===== src/rtl/iurt_pkg.sv =====
// Shared IURT register map, status-bit positions and host FSM encoding.
package iurt_pkg;

    // Word select on adr[2]
    localparam logic ADR_DATA = 1'b0;
    localparam logic ADR_CTRL = 1'b1;

    // Status-word bit positions, common to host and slave
    localparam int unsigned TXRDY_BIT = 9;
    localparam int unsigned RXVAL_BIT = 8;

    // Host FSM encoding
    typedef logic [2:0] state_t;
    localparam state_t ST_IDLE    = 3'd0;
    localparam state_t ST_POLL    = 3'd1;
    localparam state_t ST_RD_DATA = 3'd2;
    localparam state_t ST_WR_DATA = 3'd3;
    localparam state_t ST_WR_CTRL = 3'd4;

    // Round-robin turn between rx and tx service
    localparam logic TURN_RX = 1'b0;
    localparam logic TURN_TX = 1'b1;

    // Status word as presented by the slave
    function automatic logic [31:0] status_word(input logic txr, input logic rxv,
                                                input logic [7:0] rx_byte);
        status_word = {22'b0, txr, rxv, rx_byte};
    endfunction

endpackage


===== src/rtl/iurt_wb_host.sv =====
// Wishbone classic initiator servicing an IURT slave: polls status, drains rx bytes into a
// local valid/ready stream, pushes tx bytes from a local stream and arms break on request.
module iurt_wb_host
    import iurt_pkg::*;
#(
    parameter int unsigned POLL_INTERVAL = 16,
    parameter logic [7:0]  TIMEOUT       = 8'd255
) (
    input  logic        clk,
    input  logic        rst_n,
    input  logic        ce,
    output logic        cyc_o,
    output logic        stb_o,
    output logic        we_o,
    output logic [2:2]  adr_o,
    output logic [31:0] dat_o,
    input  logic [31:0] dat_i,
    input  logic        ack_i,
    input  logic        tx_valid,
    output logic        tx_ready,
    input  logic [7:0]  tx_data,
    output logic        rx_valid,
    input  logic        rx_ready,
    output logic [7:0]  rx_data,
    input  logic        brk_arm,
    output logic        timeout_o
);

    localparam int unsigned CntW      = (POLL_INTERVAL < 2) ? 1 : $clog2(POLL_INTERVAL + 1);
    localparam logic [CntW-1:0] CntReload = CntW'(POLL_INTERVAL);

    state_t          state_q, state_d;
    logic [CntW-1:0] cnt_q, cnt_d;
    logic [7:0]      wait_q, wait_d;
    logic            turn_q, turn_d;
    logic            brk_q, brk_d;
    logic            tx_ready_q, tx_ready_d;
    logic [7:0]      tx_byte_q, tx_byte_d;
    logic            rx_valid_q, rx_valid_d;
    logic [7:0]      rx_data_q, rx_data_d;
    logic            timeout_q, timeout_d;
    logic            cyc_q, cyc_d, stb_q, stb_d, we_q, we_d;
    logic [2:2]      adr_q, adr_d;
    logic [31:0]     dat_q, dat_d;

    logic acked, expired, tx_serviceable, rx_wanted;

    // Only the status bits and rx byte of the read word are meaningful
    logic unused_dat_hi;
    assign unused_dat_hi = ^dat_i[31:10];

    // Next-state: local streams, break flag, bus launch/retire and FSM sequencing
    always_comb begin
        state_d    = state_q;
        cnt_d      = cnt_q;
        wait_d     = wait_q;
        turn_d     = turn_q;
        brk_d      = brk_q;
        tx_ready_d = tx_ready_q;
        tx_byte_d  = tx_byte_q;
        rx_valid_d = rx_valid_q;
        rx_data_d  = rx_data_q;
        timeout_d  = timeout_q;
        cyc_d      = cyc_q;
        stb_d      = stb_q;
        we_d       = we_q;
        adr_d      = adr_q;
        dat_d      = dat_q;

        acked          = stb_q & ack_i;
        expired        = stb_q & ~ack_i & (wait_q == TIMEOUT - 8'd1);
        tx_serviceable = dat_i[TXRDY_BIT] & ~tx_ready_q;
        rx_wanted      = dat_i[RXVAL_BIT] & ~rx_valid_q;

        if (stb_q && !ack_i) wait_d = wait_q + 8'd1;

        if (tx_valid && tx_ready_q) begin
            tx_ready_d = 1'b0;
            tx_byte_d  = tx_data;
        end
        if (rx_valid_q && rx_ready) rx_valid_d = 1'b0;

        // A fresh arm during the clearing ack must win
        if (state_q == ST_WR_CTRL && acked) brk_d = 1'b0;
        if (brk_arm) brk_d = 1'b1;

        if (acked || expired) begin
            cyc_d = 1'b0;
            stb_d = 1'b0;
            we_d  = 1'b0;
        end

        // Access states launch on the first cycle with stb low, which also gives the idle
        // cycle between back-to-back accesses.
        unique case (state_q)
            ST_IDLE: begin
                if (brk_q) begin
                    state_d = ST_WR_CTRL;
                end else if (!tx_ready_q || cnt_q == '0) begin
                    state_d = ST_POLL;
                end else begin
                    cnt_d = cnt_q - 1'b1;
                end
            end
            ST_POLL: begin
                if (!stb_q) begin
                    {cyc_d, stb_d, we_d} = 3'b110;
                    adr_d  = ADR_CTRL;
                    dat_d  = '0;
                    wait_d = '0;
                end else if (acked) begin
                    if (brk_q) begin
                        state_d = ST_WR_CTRL;
                    end else if (rx_wanted && (turn_q == TURN_RX || !tx_serviceable)) begin
                        state_d = ST_RD_DATA;
                    end else if (tx_serviceable) begin
                        state_d = ST_WR_DATA;
                    end else begin
                        state_d = ST_IDLE;
                        cnt_d   = CntReload;
                    end
                end
            end
            ST_RD_DATA: begin
                if (!stb_q) begin
                    {cyc_d, stb_d, we_d} = 3'b110;
                    adr_d  = ADR_DATA;
                    dat_d  = '0;
                    wait_d = '0;
                end else if (acked) begin
                    rx_valid_d = 1'b1;
                    rx_data_d  = dat_i[7:0];
                    turn_d     = ~turn_q;
                    state_d    = ST_POLL;
                end
            end
            ST_WR_DATA: begin
                if (!stb_q) begin
                    {cyc_d, stb_d, we_d} = 3'b111;
                    adr_d  = ADR_DATA;
                    dat_d  = {24'b0, tx_byte_q};
                    wait_d = '0;
                end else if (acked) begin
                    tx_ready_d = 1'b1;
                    turn_d     = ~turn_q;
                    state_d    = ST_POLL;
                end
            end
            ST_WR_CTRL: begin
                if (!stb_q) begin
                    {cyc_d, stb_d, we_d} = 3'b111;
                    adr_d  = ADR_CTRL;
                    dat_d  = 32'd1;
                    wait_d = '0;
                end else if (acked) begin
                    state_d = ST_POLL;
                end
            end
            default: state_d = ST_IDLE;
        endcase

        // Abandoned access: tx byte and break flag stay pending for a later retry
        if (expired) begin
            state_d   = ST_IDLE;
            cnt_d     = CntReload;
            timeout_d = 1'b1;
        end
    end

    // State registers; everything holds while ce is low
    always_ff @(posedge clk or negedge rst_n) begin
        if (!rst_n) begin
            state_q    <= ST_IDLE;
            cnt_q      <= CntReload;
            wait_q     <= '0;
            turn_q     <= TURN_RX;
            brk_q      <= 1'b0;
            tx_ready_q <= 1'b1;
            tx_byte_q  <= '0;
            rx_valid_q <= 1'b0;
            rx_data_q  <= '0;
            timeout_q  <= 1'b0;
            cyc_q      <= 1'b0;
            stb_q      <= 1'b0;
            we_q       <= 1'b0;
            adr_q      <= '0;
            dat_q      <= '0;
        end else if (ce) begin
            state_q    <= state_d;
            cnt_q      <= cnt_d;
            wait_q     <= wait_d;
            turn_q     <= turn_d;
            brk_q      <= brk_d;
            tx_ready_q <= tx_ready_d;
            tx_byte_q  <= tx_byte_d;
            rx_valid_q <= rx_valid_d;
            rx_data_q  <= rx_data_d;
            timeout_q  <= timeout_d;
            cyc_q      <= cyc_d;
            stb_q      <= stb_d;
            we_q       <= we_d;
            adr_q      <= adr_d;
            dat_q      <= dat_d;
        end
    end

    assign cyc_o     = cyc_q;
    assign stb_o     = stb_q;
    assign we_o      = we_q;
    assign adr_o     = adr_q;
    assign dat_o     = dat_q;
    assign tx_ready  = tx_ready_q;
    assign rx_valid  = rx_valid_q;
    assign rx_data   = rx_data_q;
    assign timeout_o = timeout_q;

endmodule


===== config.mk =====
export PLATFORM = sky130hd
export DESIGN_NAME = iurt_wb_host
export DESIGN_NICKNAME = d
export VERILOG_FILES = /design/src/rtl/iurt_pkg.sv /design/src/rtl/iurt_wb_host.sv
export SDC_FILE = /design/constraint.sdc
export NUM_CORES = 1
export LEC_CHECK = 0
export ABC_AREA = 1
export CORE_ASPECT_RATIO = 1.4
export CORE_MARGIN = 2
export CORE_UTILIZATION = 46
export CTS_BUF_LIST = sky130_fd_sc_hd__clkbuf_8
export DETAILED_ROUTE_END_ITERATION = 12
export PLACE_DENSITY_LB_ADDON = 0.08
export SLEW_MARGIN = 20
export SYNTH_ARGS = -nofsm -noshare
export SYNTH_HDL_FRONTEND = slang
export SYNTH_SLANG_ARGS = --single-unit

===== constraint.sdc =====
create_clock -name clk -period 2 [get_ports clk]
set_clock_uncertainty 0.05 [all_clocks]
set_input_delay 0.3 -clock clk [delete_from_list [all_inputs] [get_ports clk]]
set_output_delay 0.3 -clock clk [all_outputs]
set_load 0.005 [all_outputs]

# == Yosys cells after proc, flatten, opt, wreduce, memory -nomap -nowiden ==
# Cells that the tools add are included.
# W data, S select, Z words.
# op_classes
addsub,2
n_eq_ne,20
n_mux,50
n_bitwise,9
n_reduce_logical,32
# op_table
op,n
$mux W32,3
$pmux W32 S3,1
$mux W5,8
$mux W3,8
$mux W8,3
$mux W1,21
$ne A3 B3 Y1 const B,7
$reduce_and A4 Y1,3
$ne A2 B2 Y1 const B,5
$pmux W5 S2,1
$pmux W3 S3,1
$reduce_and A9 Y1,1
$add A8 B1 Y8 const B,1
$eq A8 B8 Y1 const B,1
$reduce_or A2 Y1,4
$eq A3 B2 Y1 const B,2
$ne A3 B1 Y1 const B,2
$reduce_and A2 Y1,3
$reduce_and A6 Y1,1
$reduce_bool A3 Y1,2
$and A1 B1 Y1,5
$logic_and A1 B1 Y1,5
$logic_not A5 Y1,1
$reduce_and A5 Y1,1
other kinds (13),23
# totals
register_bits,73
output_inout_bits,47
word_cells,128

# == Depth between registers and ports, before layout ==
# Gate-level depths: netlist of the first run.
# depth
depth_word,11
ltp_mapped,11
mapped_depth_nobuf,11

# == Worst setup path after synthesis of the first run ==
# Ideal clock, no wire load.
# synth_path
path_kind,register to register
start,reg wait_q[0]
end,reg cnt_q[2]
setup_ns,0.117
arrival_ns,1.334
required_ns,1.833
path_slack_ns,0.499
stages_incl_launch_ff,12
path_buffers,0
synth_period_minus_slack_ns,1.501
cell_sequence,dfrtp_1 inv_1 ha_1 inv_1 nor2_2 nand3_2 nand2_1 nand2_2 nor2_4 nand2_2 nand2_1 nand2_1
# synth_via
elab_chain_len,4
elab_cells_between_ends,12
classes_between,8 x eq/ne; 1 x mux; 1 x bitwise; 2 x reduce/logical
# synth_lines
element,line_no,source
from (decl),iurt_wb_host.sv:34,"logic [7:0] wait_q, wait_d;"
from (signal assigned),iurt_wb_host.sv:191,wait_q <= wait_d;
$eq A8 B8 Y1 (*),iurt_wb_host.sv:71,expired = stb_q & ~ack_i & (wait_q == TIMEOUT - 8'd1);
$and A1 B1 Y1 (*),iurt_wb_host.sv:71,
$ne A3 B3 Y1 (no line) or $reduce_bool A3 Y1 (tied branches),--,
$reduce_and A9 Y1 (no line),--,
to (signal assigned),iurt_wb_host.sv:174,cnt_q <= CntReload;
to (signal assigned),iurt_wb_host.sv:190,cnt_q <= cnt_d;
to (decl),iurt_wb_host.sv:33,"logic [CntW-1:0] cnt_q, cnt_d;"
# Mark *: on every way between the ends. The rest lies on a longest branch, timed or not.
# A chain may end at the register's enable or synchronous reset.

# == Worst setup path in the final report of the first run ==
# layout_path
start,"reg tx_ready_q, in the netlist tx_ready"
end,out tx_ready
# layout_lines
element,line_no,source
from (decl),iurt_wb_host.sv:37,"logic tx_ready_q, tx_ready_d;"
from (signal assigned),iurt_wb_host.sv:194,tx_ready_q <= tx_ready_d;
to (decl),iurt_wb_host.sv:20,"output logic tx_ready,"
# No word-level cell between the ends.

==> out/summary.md, run 1 <==
The first detailed-routing pass took 4 iterations. The run gives 0.759 as the global placement routability congestion. The routed layout has 2014 vias. For this design the static power due to leakage is 0.00167 µW.

The via count of the first global-routing pass is 1981. The number of input and output port buffers inserted is 47. The number of unique standard cell types used by synthesis was 31.

The sequential element share of the synthesized area was 0.467; the post-cts repair resize count was 0. 0 antenna diodes ended up in the layout. The post-synthesis average cell area was 8.58 µm².

The setup path with the least slack is of type flop to output port. Cell with the largest stage delay on the worst path: sky130_fd_sc_hd__dfstp_2. Counting instances in the post-synthesis netlist gives the leading cell types as sky130_fd_sc_hd__nand2_1, sky130_fd_sc_hd__dfrtp_1, sky130_fd_sc_hd__inv_1, sky130_fd_sc_hd__buf_4, sky130_fd_sc_hd__nand3_1. Largest area contributor in the synthesized netlist: sky130_fd_sc_hd__dfrtp_1.

The final period utilization works out to 0.870. The tools report the number of antenna violations at the first check in global routing as 0. VDD sags by at most 558 µV. Hold is met by 0.426 ns. The share of synthesized flip-flops with an asynchronous set or reset is 1.00. The tools report the proportion of power drawn by the clock network as 0.175. The internal power of the cells totals 2020 µW. The top-area cell type share of the netlist area was 0.447.

The worst setup path is captured at an output port. The number of placement rows was 32. Buffers inserted during clock tree synthesis total 5. For the final routed database, the setup TNS stands at 0 ns. For the cell area after synthesis, the log shows 0.00263 mm². The sort of element at the start of the critical path was a flop. After global routing, the most crowded layer is met2.

Across the run, the number of max-cap violations was 0. The fraction of layout instances using a drive strength above 1 works out to 0.121. The met3 layer usage reported by global route was 0.0554; the power per unit of standard cell area was 1020 mW/mm². Dividing the detail-routed wire length by the instance count gives 11.9 µm. Die boundary width: 68.0 µm. The count of nets left with antenna violations once routing finished came out at 0. The floorplan step defined a die boundary enclosing 0.00636 mm². The tree is rooted in a sky130_fd_sc_hd__clkbuf_8. The path type of the worst min-delay path is input pin to async pin. The number of pins exceeding their max-slew limit in the final report came out at 0. The first element of the critical path was tx_ready. Setup violations remaining at the end of the flow were counted as 0. STA puts the critical path data required time at 1.65 ns. For this run, design rule violations remaining after detail routing come to 0.

The logs give 0.477 for the initial cell density of the core and 0.427 for the share of power burned in registers. Combinational share of power: 0.398. Of all nets on the critical path, the largest fanout is 5.

The number of synthesized flops with an enable pin is 0. In the routed layout, each cell is associated on average with a via count of 4.65. The maximum count of clock buffers along a single path is 2, and the maximum level of the CTS H-tree is 2. Traced cell by cell, the critical path runs through clkdlybuf4s50_1.

Pin placement for this block handled 94 I/O pins. The Yosys step of the flow raised 0 warnings. The run gives 122 as the detailed router's first-iteration violation count. The switching power of the nets is 1260 µW. The most common cell in the synthesized netlist was sky130_fd_sc_hd__nand2_1.

After the last flow step, the layout net total stands at 414. Synthesis produced 307 cells. Setup repair after global routing left no endpoint under its margin. The layout overhead on the synthesized area works out to 22.4%. The number of buffers inserted to repair setup after CTS came out at 0.

Entering global routing, the biggest net connects 31 pins. The number of hold buffers added after cts was 1. Measured along the y axis, the die boundary spans 93.5 µm. The clock transition time at the flip-flop clock pins of the worst setup and hold paths came out at 0.10 ns.

Summed over all layers, the routed wires come to 5170 µm. Ranked by total cell area, the synthesized netlist is headed by sky130_fd_sc_hd__dfrtp_1, sky130_fd_sc_hd__nand2_1, sky130_fd_sc_hd__buf_4. The maximum frequency from static timing analysis is 575 MHz. The region available for standard cell placement spans 0.00553 mm². Critical path buffer and inverter count: 1. CTS saw 49 sinks.

Across all register-to-register paths, the minimum setup slack is 0.29 ns. The run finished with clean final reports. Leading register cell type out of synthesis: sky130_fd_sc_hd__dfrtp_1. TritonCTS built the clock tree. The tools report the total routing resource utilization after global routing as 0.186.

For the worst-skew pair, the clock arrives at the later sink with an insertion delay of 0.30 ns. The number of stages on the worst setup path is 1. The hold violation count in the final report came out at 0.

In this design, the largest share of critical-path delay is due to flip-flops. The global-route met2 utilization came out at 0.302. The switching share of total power works out to 0.384. The synthesized design contains 49 register bits. The clock period could shrink to 1.74 ns. Summing all multi-input logic gate instances after layout gives 0.00113 mm². Across the whole layout, storage elements account for 0.00123 mm². The biggest cell delay along the critical path works out to 0.58 ns. The origin of the critical flop-to-flop path is wait_q[0]. Data arrives at the worst endpoint at 1.39 ns. The wire length of the first global-routing pass is 8990 µm. Counting cells, the worst reg-to-reg path comes to 11.

The logs give 0.230 for the met1 routing resource usage after global routing and 3960 µm for the HPWL reported at the end of detailed placement. The tools report the remaining global-route overflow as 0. For the number of inserted filler cells in the final layout, the log shows 512.
==> area by class of cell <==
class | instances | share of cell area
clock buffers | 5 | 0.0213
clock inverters | 3 | 0.00466
inverters | 40 | 0.0466
multi-input cells | 214 | 0.351
flip-flops and latches | 49 | 0.381
well taps | 68 | 0.0264
repair buffers | 54 | 0.169
==> sequential cells by signal, summed over array words and instances, names as in the netlist <==
name	flops
tx_byte_q	8
brk_q	1
stb_o	1
dat_o	8
wait_q	8
rx_valid	1
adr_o	1
we_o	1
state_q	3
cnt_q	5
cyc_o	1
tx_ready	1
rx_data	8
timeout_o	1
turn_q	1
==> per-layer routing <==
| metal | vias up | part of all wire |
|---|---|---|
| li1 | 1030 | - |
| met1 | 914 | 0.43 |
| met2 | 59 | 0.50 |
| met3 | 11 | 0.059 |
| met4 | 0 | 0.019 |
| met5 | - | 0 |
==> cell usage in the layout (no fill, tap or decap), drive strengths merged, types with 7 or more instances in the layout <==
| master | count |
|---|---|
| buf | 7 |
| clkdlybuf4s50 | 46 |
| conb | 24 |
| dfrtp | 47 |
| inv | 42 |
| mux2 | 15 |
| nand2 | 91 |
| nand3 | 25 |
| nor2 | 22 |
| o21ai | 12 |
==> per-stage QoR <==
step,std cells,cell area [µm²],total power (µW),setup slack [ns],util
final,433,3220,3280,0.261,0.584
after global placement,424,3130,2700,0.0894,0.567
after detailed placement,424,3130,2730,0.114,0.567
after CTS,433,3220,3310,0.253,0.584
after global routing,433,3220,3570,0.0978,0.584
after floorplan,330,2720,2320,0.499,-
==> power by group through the flow <==
stage          sequential [µW]  clock (µW)  combinational, µW
2_1_floorplan             1390           0                935
3_3_place_gp              1420           0               1290
3_5_place_dp              1420           0               1300
4_1_cts                   1400         592               1310
5_1_grt                   1440         634               1500
6_report                  1400         575               1310
==> final timing paths <==
| path | to |
|---|---|
| worst max-delay path | tx_ready |
| worst min-delay path | cnt_q[2] |
| worst max register to register | cnt_q[1] |
| worst min register to register | turn_q |
| max in group asynchronous | cnt_q[4] |
| min in group clk | turn_q |
==> cells by family (layout without fill, tap and decap cells) <==
group                    after synthesis  count (layout)  share of synthesized area
AO/OA/AOI/OAI                         20              20                     0.0432
adder cells (fa/ha/maj)                3               3                     0.0143
buffers and inverters                 67             102                      0.137
XOR/XNOR                               4               4                     0.0133
other                                  1              24                    0.00142
multiplexers                          15              15                     0.0641
AND/OR/NAND/NOR                      148             148                      0.260
flip-flops                            49              49                      0.467
Power figures use the tool's default switching activity.
==> run 2, diff against run 1 <==
--- a/config.mk
+++ b/config.mk
@@ -7,8 +7,8 @@
 export LEC_CHECK = 0
 export ABC_AREA = 1
 export CORE_ASPECT_RATIO = 1.4
-export CORE_MARGIN = 2
-export CORE_UTILIZATION = 46
+export CORE_MARGIN = 1.5
+export CORE_UTILIZATION = 29
 export CTS_BUF_LIST = sky130_fd_sc_hd__clkbuf_8
 export DETAILED_ROUTE_END_ITERATION = 12
 export PLACE_DENSITY_LB_ADDON = 0.08
==> run 2 against run 1 <==
  * Non-clock buffer count grew 4
  * Worst hold slack gained 0.00057 ns
  * First-iteration DRC count shrank 54%
  * Wire length grew 11%
  * Die area grew 52%
  * Via count grew 0.94%
  * Count of clock-buffer cells in the layout is the same
  * Clock power grew 11%
  * Largest cell class unchanged
  * Largest power group unchanged
  * Highest routed layer unchanged
==> out/summary.md, run 2 (synthesis gave the netlist of run 1 again) <==
The flow ran to the end, and the final reports show no timing, DRC or antenna violations. The clock transition time at the flip-flop clock pins of the worst setup and hold paths was 0.11 ns (about the same); the total of max-cap violations was 0 (unchanged). The residual DRC count came out at 0 (unchanged).

The tools report the number of antenna violations at the first check in global routing as 0 (unchanged). Setup repair after global routing left no endpoint under its margin. The switching power of the nets was 1320 µW (+4.6%); the number of antenna-violating nets in the routed design was 0 (unchanged). The critical path buffer and inverter count came out at 1 (unchanged). The tools report the clock root buffer as sky130_fd_sc_hd__clkbuf_8. The static leakage came out at 0.00169 µW (+1.5%).

The logs give 0 (unchanged) for the final setup violation count and 2100 µW (+3.8%) for the internal power contribution. Die boundary width: 83.5 µm (+23%). Traced cell by cell, the critical path runs through clkdlybuf4s50_1. The logs give 0 (unchanged) for the number of pins exceeding their max-slew limit in the final report and 0 ns (unchanged) for the final total negative setup slack. The remaining global-route overflow is 0 (unchanged), and the combinational share of power is 0.402 (+0.004).

The logs give 0.00123 mm² (unchanged) for the storage element area and 0 (unchanged) for the hold violation count in the final report. Total area of multi-input combinational cells: 0.00113 mm² (unchanged). The maximum count of clock buffers along a single path is 2 (unchanged), and the vertical die dimension is 116 µm (+24%). The proportion of power drawn by the clock network came out at 0.187 (+0.012). The tools report the CTS sink count as 49 (unchanged). For the maximum level of the CTS H-tree, the log shows 2 (unchanged).

The total routing resource utilization after global routing came out at 0.127 (-0.0596). The tools report the number of placement rows as 41 (+28%). The placeable core region is 0.00893 mm² (+62%).

For the wire length of the first global-routing pass, the log shows 9540 µm (+6.1%). Maximum fanout count along the critical path: 5 (unchanged). The run gives 0.411 (-0.016) as the share of power burned in registers. TritonCTS built the clock tree.

The most common cell after layout, fill and taps aside was sky130_fd_sc_hd__nand2_1. The area of the die was 0.00967 mm² (+52%); the maximum frequency from static timing analysis was 565 MHz (-1.7%). The maximum number of pins on one net before global-route repair is 50 (+61%). The biggest cell delay along the critical path was 0.59 ns (about the same); the routed via count was 2033 (+0.94%). Switching share of total power: 0.386 (+0.00191).

The worst setup path is captured at an output port. The logs give 0.295 (-0.182) for the initial cell density of the core and 1.65 ns (about the same) for the required time of the critical path. The number of inserted filler cells in the final layout came out at 924 (+80%). The net total in the final layout was 418 (+0.97%); the number of input and output port buffers inserted was 47 (unchanged). Total iterations of the first detailed-routing run: 4 (unchanged).

The total wire length after detailed routing was 5740 µm (+11%); the power per unit of standard cell area was 1030 mW/mm² (+0.92%). In this run the worst hold path is classified as input pin to async pin. Cell with the largest stage delay on the worst path: sky130_fd_sc_hd__dfstp_2. The tools report the number of buffers inserted to repair setup after CTS as 0 (unchanged).

Kind of critical path: flop to output port. For the via count of the first global-routing pass, the log shows 1928 (-2.7%). The global placement routability congestion was 0.755 (-0.53%); the routed length per instance was 12.1 µm (+0.96%). Broken down by cell family, the worst path's largest delay share belongs to flip-flops. The logs give 467 (+10%) for the cell total after placement and 5 (unchanged) for the CTS buffer count. The count of inserted antenna diode cells came out at 0 (unchanged). The tools report the data arrival at the endpoint of the critical path as 1.42 ns (+0.03 ns). The detailed router's first-iteration violation count was 56 (-54%). Layout overhead on the synthesized area: 26.3%.

The sort of element at the start of the critical path is a flop. The largest voltage drop on the vdd net is 518 µV (-7.2%), and the fraction of layout instances using a drive strength above 1 is 0.136 (+0.0150). The minimum clock period after layout came out at 1.77 ns (+0.0295 ns). The final period utilization is 0.884 (+0.0148), and the post-layout instance count excluding filler cells is 476 (+9.9%).

The HPWL reported at the end of detailed placement was 4280 µm (+8.1%); the number of top-level design ports was 94 (unchanged). The ratio of routed vias to standard cells came out at 4.27 (-8.2%). For the clock latency at the later pin of the worst-skew pair, the log shows 0.32 ns (+0.02 ns). The top cell types in the final layout, fill and taps aside, are sky130_fd_sc_hd__nand2_1, sky130_fd_sc_hd__dfrtp_1, sky130_fd_sc_hd__clkdlybuf4s50_1.
==> run 2: cell count changes in the layout (fill, tap and decap cells not counted) <==
cell	before	now
sky130_fd_sc_hd__buf_12	2	3
sky130_fd_sc_hd__clkinv_4	0	2
sky130_fd_sc_hd__clkinvlp_4	1	0
sky130_fd_sc_hd__buf_4	4	7
sky130_fd_sc_hd__inv_6	0	1
sky130_fd_sc_hd__inv_1	39	37
==> run 2: power by group through the flow <==
stage / logic [µW] / registers, µW / clock network, µW
2_1_floorplan: 935 / 1390 / 0
3_3_place_gp: 1390 / 1430 / 0
3_5_place_dp: 1390 / 1430 / 0
4_1_cts: 1400 / 1410 / 671
5_1_grt: 1580 / 1450 / 713
6_report: 1370 / 1410 / 639
==> run 2: timing repair <==
action,in CTS,in global routing
endpoints found under the hold margin,47,0
hold buffers,1,0
gates resized for setup,0,0
==> run 2: layout make-up <==
cell class	instances	share of cell area
timing repair buffer	58	0.177
tap	107	0.0402
clock inverter	3	0.00790
clock buffer	5	0.0207
sequential	49	0.369
inverter	40	0.0451
multi-input combinational	214	0.340
==> run 2: metrics by stage <==
stage | power, µW | hold slack (ns) | area, µm² | setup WS [ns] | util
final | 3420 | 0.427 | 3330 | 0.231 | 0.373
after CTS | 3480 | 0.432 | 3330 | 0.209 | 0.373
after global routing | 3740 | 0.446 | 3330 | 0.113 | 0.373
after floorplan | 2320 | -0.0456 | 2720 | 0.499 | -
after detailed placement | 2820 | 0.264 | 3220 | 0.0941 | 0.361
after global placement | 2820 | 0.266 | 3220 | 0.0732 | 0.361
==> run 2: routing by layer <==
layer | wire length, µm | part of all wire | GRT usage
met3 | 361 | 0.063 | 0.0413
met4 | 102 | 0.018 | 0.0492
met1 | 2550 | 0.44 | 0.154
met2 | 2730 | 0.48 | 0.211
met5 | 0 | 0 | 0
==> run 2: path summary, 6_finish.rpt <==
check	from	to	slack, ns	cells past startpoint
max	tx_ready	tx_ready	0.23	1
max reg2reg	wait_q[0]	cnt_q[2]	0.31	11
min reg2reg	cnt_q[4]	cnt_q[4]	0.43	2
max in group asynchronous	rst_n	cnt_q[4]	1.19	3
min	rst_n	tx_byte_q[6]	0.43	3
min in group clk	cnt_q[4]	cnt_q[4]	0.43	2
==> run 2: worst register-to-register path, cell delays in order (launching register included) <==
cell and delay, ns:
sky130_fd_sc_hd__dfrtp_1 0.42, sky130_fd_sc_hd__inv_1 0.09, sky130_fd_sc_hd__ha_1 0.15, sky130_fd_sc_hd__inv_1 0.07
sky130_fd_sc_hd__nor2_2 0.11, sky130_fd_sc_hd__nand3_2 0.15, sky130_fd_sc_hd__nand2_1 0.12, sky130_fd_sc_hd__nand2_2 0.06
sky130_fd_sc_hd__nor2_4 0.15, sky130_fd_sc_hd__nand2_2 0.11, sky130_fd_sc_hd__nand2_1 0.07, sky130_fd_sc_hd__nand2_1 0.05
==> run 3, diff against run 2 <==
--- a/config.mk
+++ b/config.mk
@@ -11,7 +11,7 @@
 export CORE_UTILIZATION = 29
 export CTS_BUF_LIST = sky130_fd_sc_hd__clkbuf_8
 export DETAILED_ROUTE_END_ITERATION = 12
-export PLACE_DENSITY_LB_ADDON = 0.08
+export PLACE_DENSITY = 0.58
 export SLEW_MARGIN = 20
 export SYNTH_ARGS = -nofsm -noshare
 export SYNTH_HDL_FRONTEND = slang
==> run 3 against run 2 <==
  * Critical path depth did not move
  * Combinational power shrank 7%
  * Via count did not move
  * Clock power increased by 16%
  * Critical path type unchanged
  * Largest power group unchanged
  * Register-to-register slack worse by 0.02 ns
==> out/summary.md, run 3 (synthesis gave the netlist of run 1 again) <==
The flow ran to the end, and the final reports show no timing, DRC or antenna violations. The routed via count came out at 2033 (unchanged). The tools report the largest voltage drop on the vdd net as 507 µV (-2.1%). The routed length per instance came out at 11.4 µm (-5.1%). For the final setup violation count, the log shows 0 (unchanged).

The worst slew margin relative to its limit was 0.591. The number of antenna violations at the first check in global routing was 0 (unchanged); the vertical die dimension was 116 µm (unchanged). The maximum fanout count along the critical path is 5 (unchanged). The tree is rooted in a sky130_fd_sc_hd__clkbuf_8. The net total in the final layout is 412 (-1.4%), and the number of inserted filler cells in the final layout is 947 (+2.5%).

Maximum frequency from static timing analysis: 566 MHz (+0.15%). The worst register-to-register path ends at cnt_q[3]. The wire length of the first global-routing pass is 9170 µm (-3.9%). The final period utilization was 0.883 (-0.00131). The number of top-level design ports is 94 (unchanged). The number of placement rows was 41 (unchanged); the placeable core region was 0.00893 mm² (unchanged).

The worst hold path belongs to the class input pin to async pin. The CTS sink count is 49 (unchanged), and the remaining global-route overflow is 0 (unchanged). The initial cell density of the core was 0.295 (unchanged); the worst hold slack was 0.0319 ns (-0.395 ns). The hold violation count in the final report was 0 (unchanged). Setup repair after global routing left no endpoint under its margin.

The HPWL reported at the end of detailed placement is 4010 µm (-6.3%). The tools report the critical path capture point type as an output port. The die boundary width was 83.5 µm (unchanged); the layout overhead on the synthesized area was 23.9%. The detailed router's first-iteration violation count is 132 (+140%). Leaving out fill and tap cells, the most frequent cells in the layout are sky130_fd_sc_hd__nand2_1, sky130_fd_sc_hd__dfrtp_1, sky130_fd_sc_hd__clkdlybuf4s50_1. The ratio of routed vias to standard cells was 4.33 (+1.3%); the total of max-cap violations was 0 (unchanged). The required time of the critical path came out at 1.65 ns (about the same). The most common cell after layout, fill and taps aside is sky130_fd_sc_hd__nand2_1.

The number of input and output port buffers inserted is 47 (unchanged), and the global placement routability congestion is 0.855 (+13%). The clock transition time at the flip-flop clock pins of the worst setup and hold paths was 0.09 ns (-0.02 ns); the total routing resource utilization after global routing was 0.119 (-0.00787). Total wire length after detailed routing: 5380 µm (-6.3%). The tools report the maximum level of the CTS H-tree as 2 (unchanged).

The area of the die was 0.00967 mm² (unchanged); the measured slew at the worst slew-check pin was 0.613 ns. The family with the most delay on the worst path is flip-flops. The kind of critical path was flop to output port. Number of antenna-violating nets in the routed design: 0 (unchanged). The clock latency at the later pin of the worst-skew pair came out at 0.31 ns (about the same). The fraction of layout instances using a drive strength above 1 is 0.121 (-0.0143), and the biggest cell delay along the critical path is 0.60 ns (about the same). The number of cells on the worst reg-to-reg path came out at 11 (unchanged). The final total negative setup slack was 0 ns (unchanged).

The power per unit of standard cell area is 1050 mW/mm² (+2.1%), and the number of buffers inserted to repair setup after CTS is 0 (unchanged). The sort of element at the start of the critical path was a flop. The number of pins exceeding their max-slew limit in the final report is 0 (unchanged). TritonCTS built the clock tree. The static leakage is 0.00166 µW (-1.8%), and the total iterations of the first detailed-routing run is 4 (unchanged). The count of inserted antenna diode cells came out at 0 (unchanged). The worst-case register-to-register setup slack came out at 0.29 ns (-0.02 ns). Traced cell by cell, the critical path runs through clkdlybuf4s50_1. For this design, the slowest cell found on the critical path is sky130_fd_sc_hd__dfstp_2.

The data arrival at the endpoint of the critical path is 1.42 ns (about the same), and the minimum clock period after layout is 1.77 ns (-0.00262 ns). The CTS buffer count was 5 (unchanged). The tools report the residual DRC count as 0 (unchanged).

The worst register-to-register path begins at wait_q[0]. The via count of the first global-routing pass came out at 1979 (+2.6%). The maximum number of pins on one net before global-route repair was 50 (unchanged); the post-cts repair resize count was 0 (unchanged). The maximum count of clock buffers along a single path was 2 (unchanged). The critical path buffer and inverter count is 1 (unchanged), and the number of hold buffers added after cts is 0 (-1).
## run 3: layout make-up
class	instances	area, µm²	share of cell area
sequential	49	1230	0.377
multi-input combinational	214	1130	0.347
timing repair buffer	52	503	0.154
inverter	40	150	0.0460
tap	107	134	0.0410
clock buffer	6	82.6	0.0253
clock inverter	2	33.8	0.0104
## run 3: layer usage
| metal | track usage | routed length [µm] | vias to the layer above |
|---|---|---|---|
| li1 | - | - | 1031 |
| met1 | 0.143 | 2350 | 938 |
| met2 | 0.203 | 2650 | 57 |
| met3 | 0.0313 | 274 | 7 |
| met4 | 0.0492 | 108 | 0 |
| met5 | 0 | 0 | - |
## run 3: power breakdown
part / internal (µW) / total (µW) / switching [µW]
Combinational: 541 / 1280 / 739
Sequential: 1220 / 1400 / 183
Clock: 403 / 742 / 339
Total: 2160 / 3420 / 1260
## run 3: how the worst max path moves through the flow
| stage | from | end | slack [ns] | depth (start not counted) |
|---|---|---|---|---|
| 5_1_grt | wait_q[0] | state_q[2] | 0.10 | 11 |
| 3_5_place_dp | ack_i | cnt_q[3] | 0.1 | 9 |
| 6_report | tx_ready | tx_ready | 0.23 | 1 |
| 3_3_place_gp | ack_i | cnt_q[0] | 0.09 | 9 |
| 4_1_cts | tx_ready | tx_ready | 0.22 | 1 |
| 2_1_floorplan | wait_q[0] | cnt_q[2] | 0.50 | 11 |
## run 3: stage by stage
| stage | area, µm² | worst slack [ns] | std cells | power, µW | utilization |
|---|---|---|---|---|---|
| after detailed placement | 3150 | 0.0977 | 462 | 2710 | 0.353 |
| after global routing | 3260 | 0.100 | 470 | 3700 | 0.366 |
| after global placement | 3150 | 0.0856 | 462 | 2680 | 0.353 |
| after CTS | 3260 | 0.221 | 470 | 3470 | 0.366 |
| after floorplan | 2720 | 0.499 | 330 | 2320 | - |
| final | 3260 | 0.234 | 470 | 3420 | 0.366 |
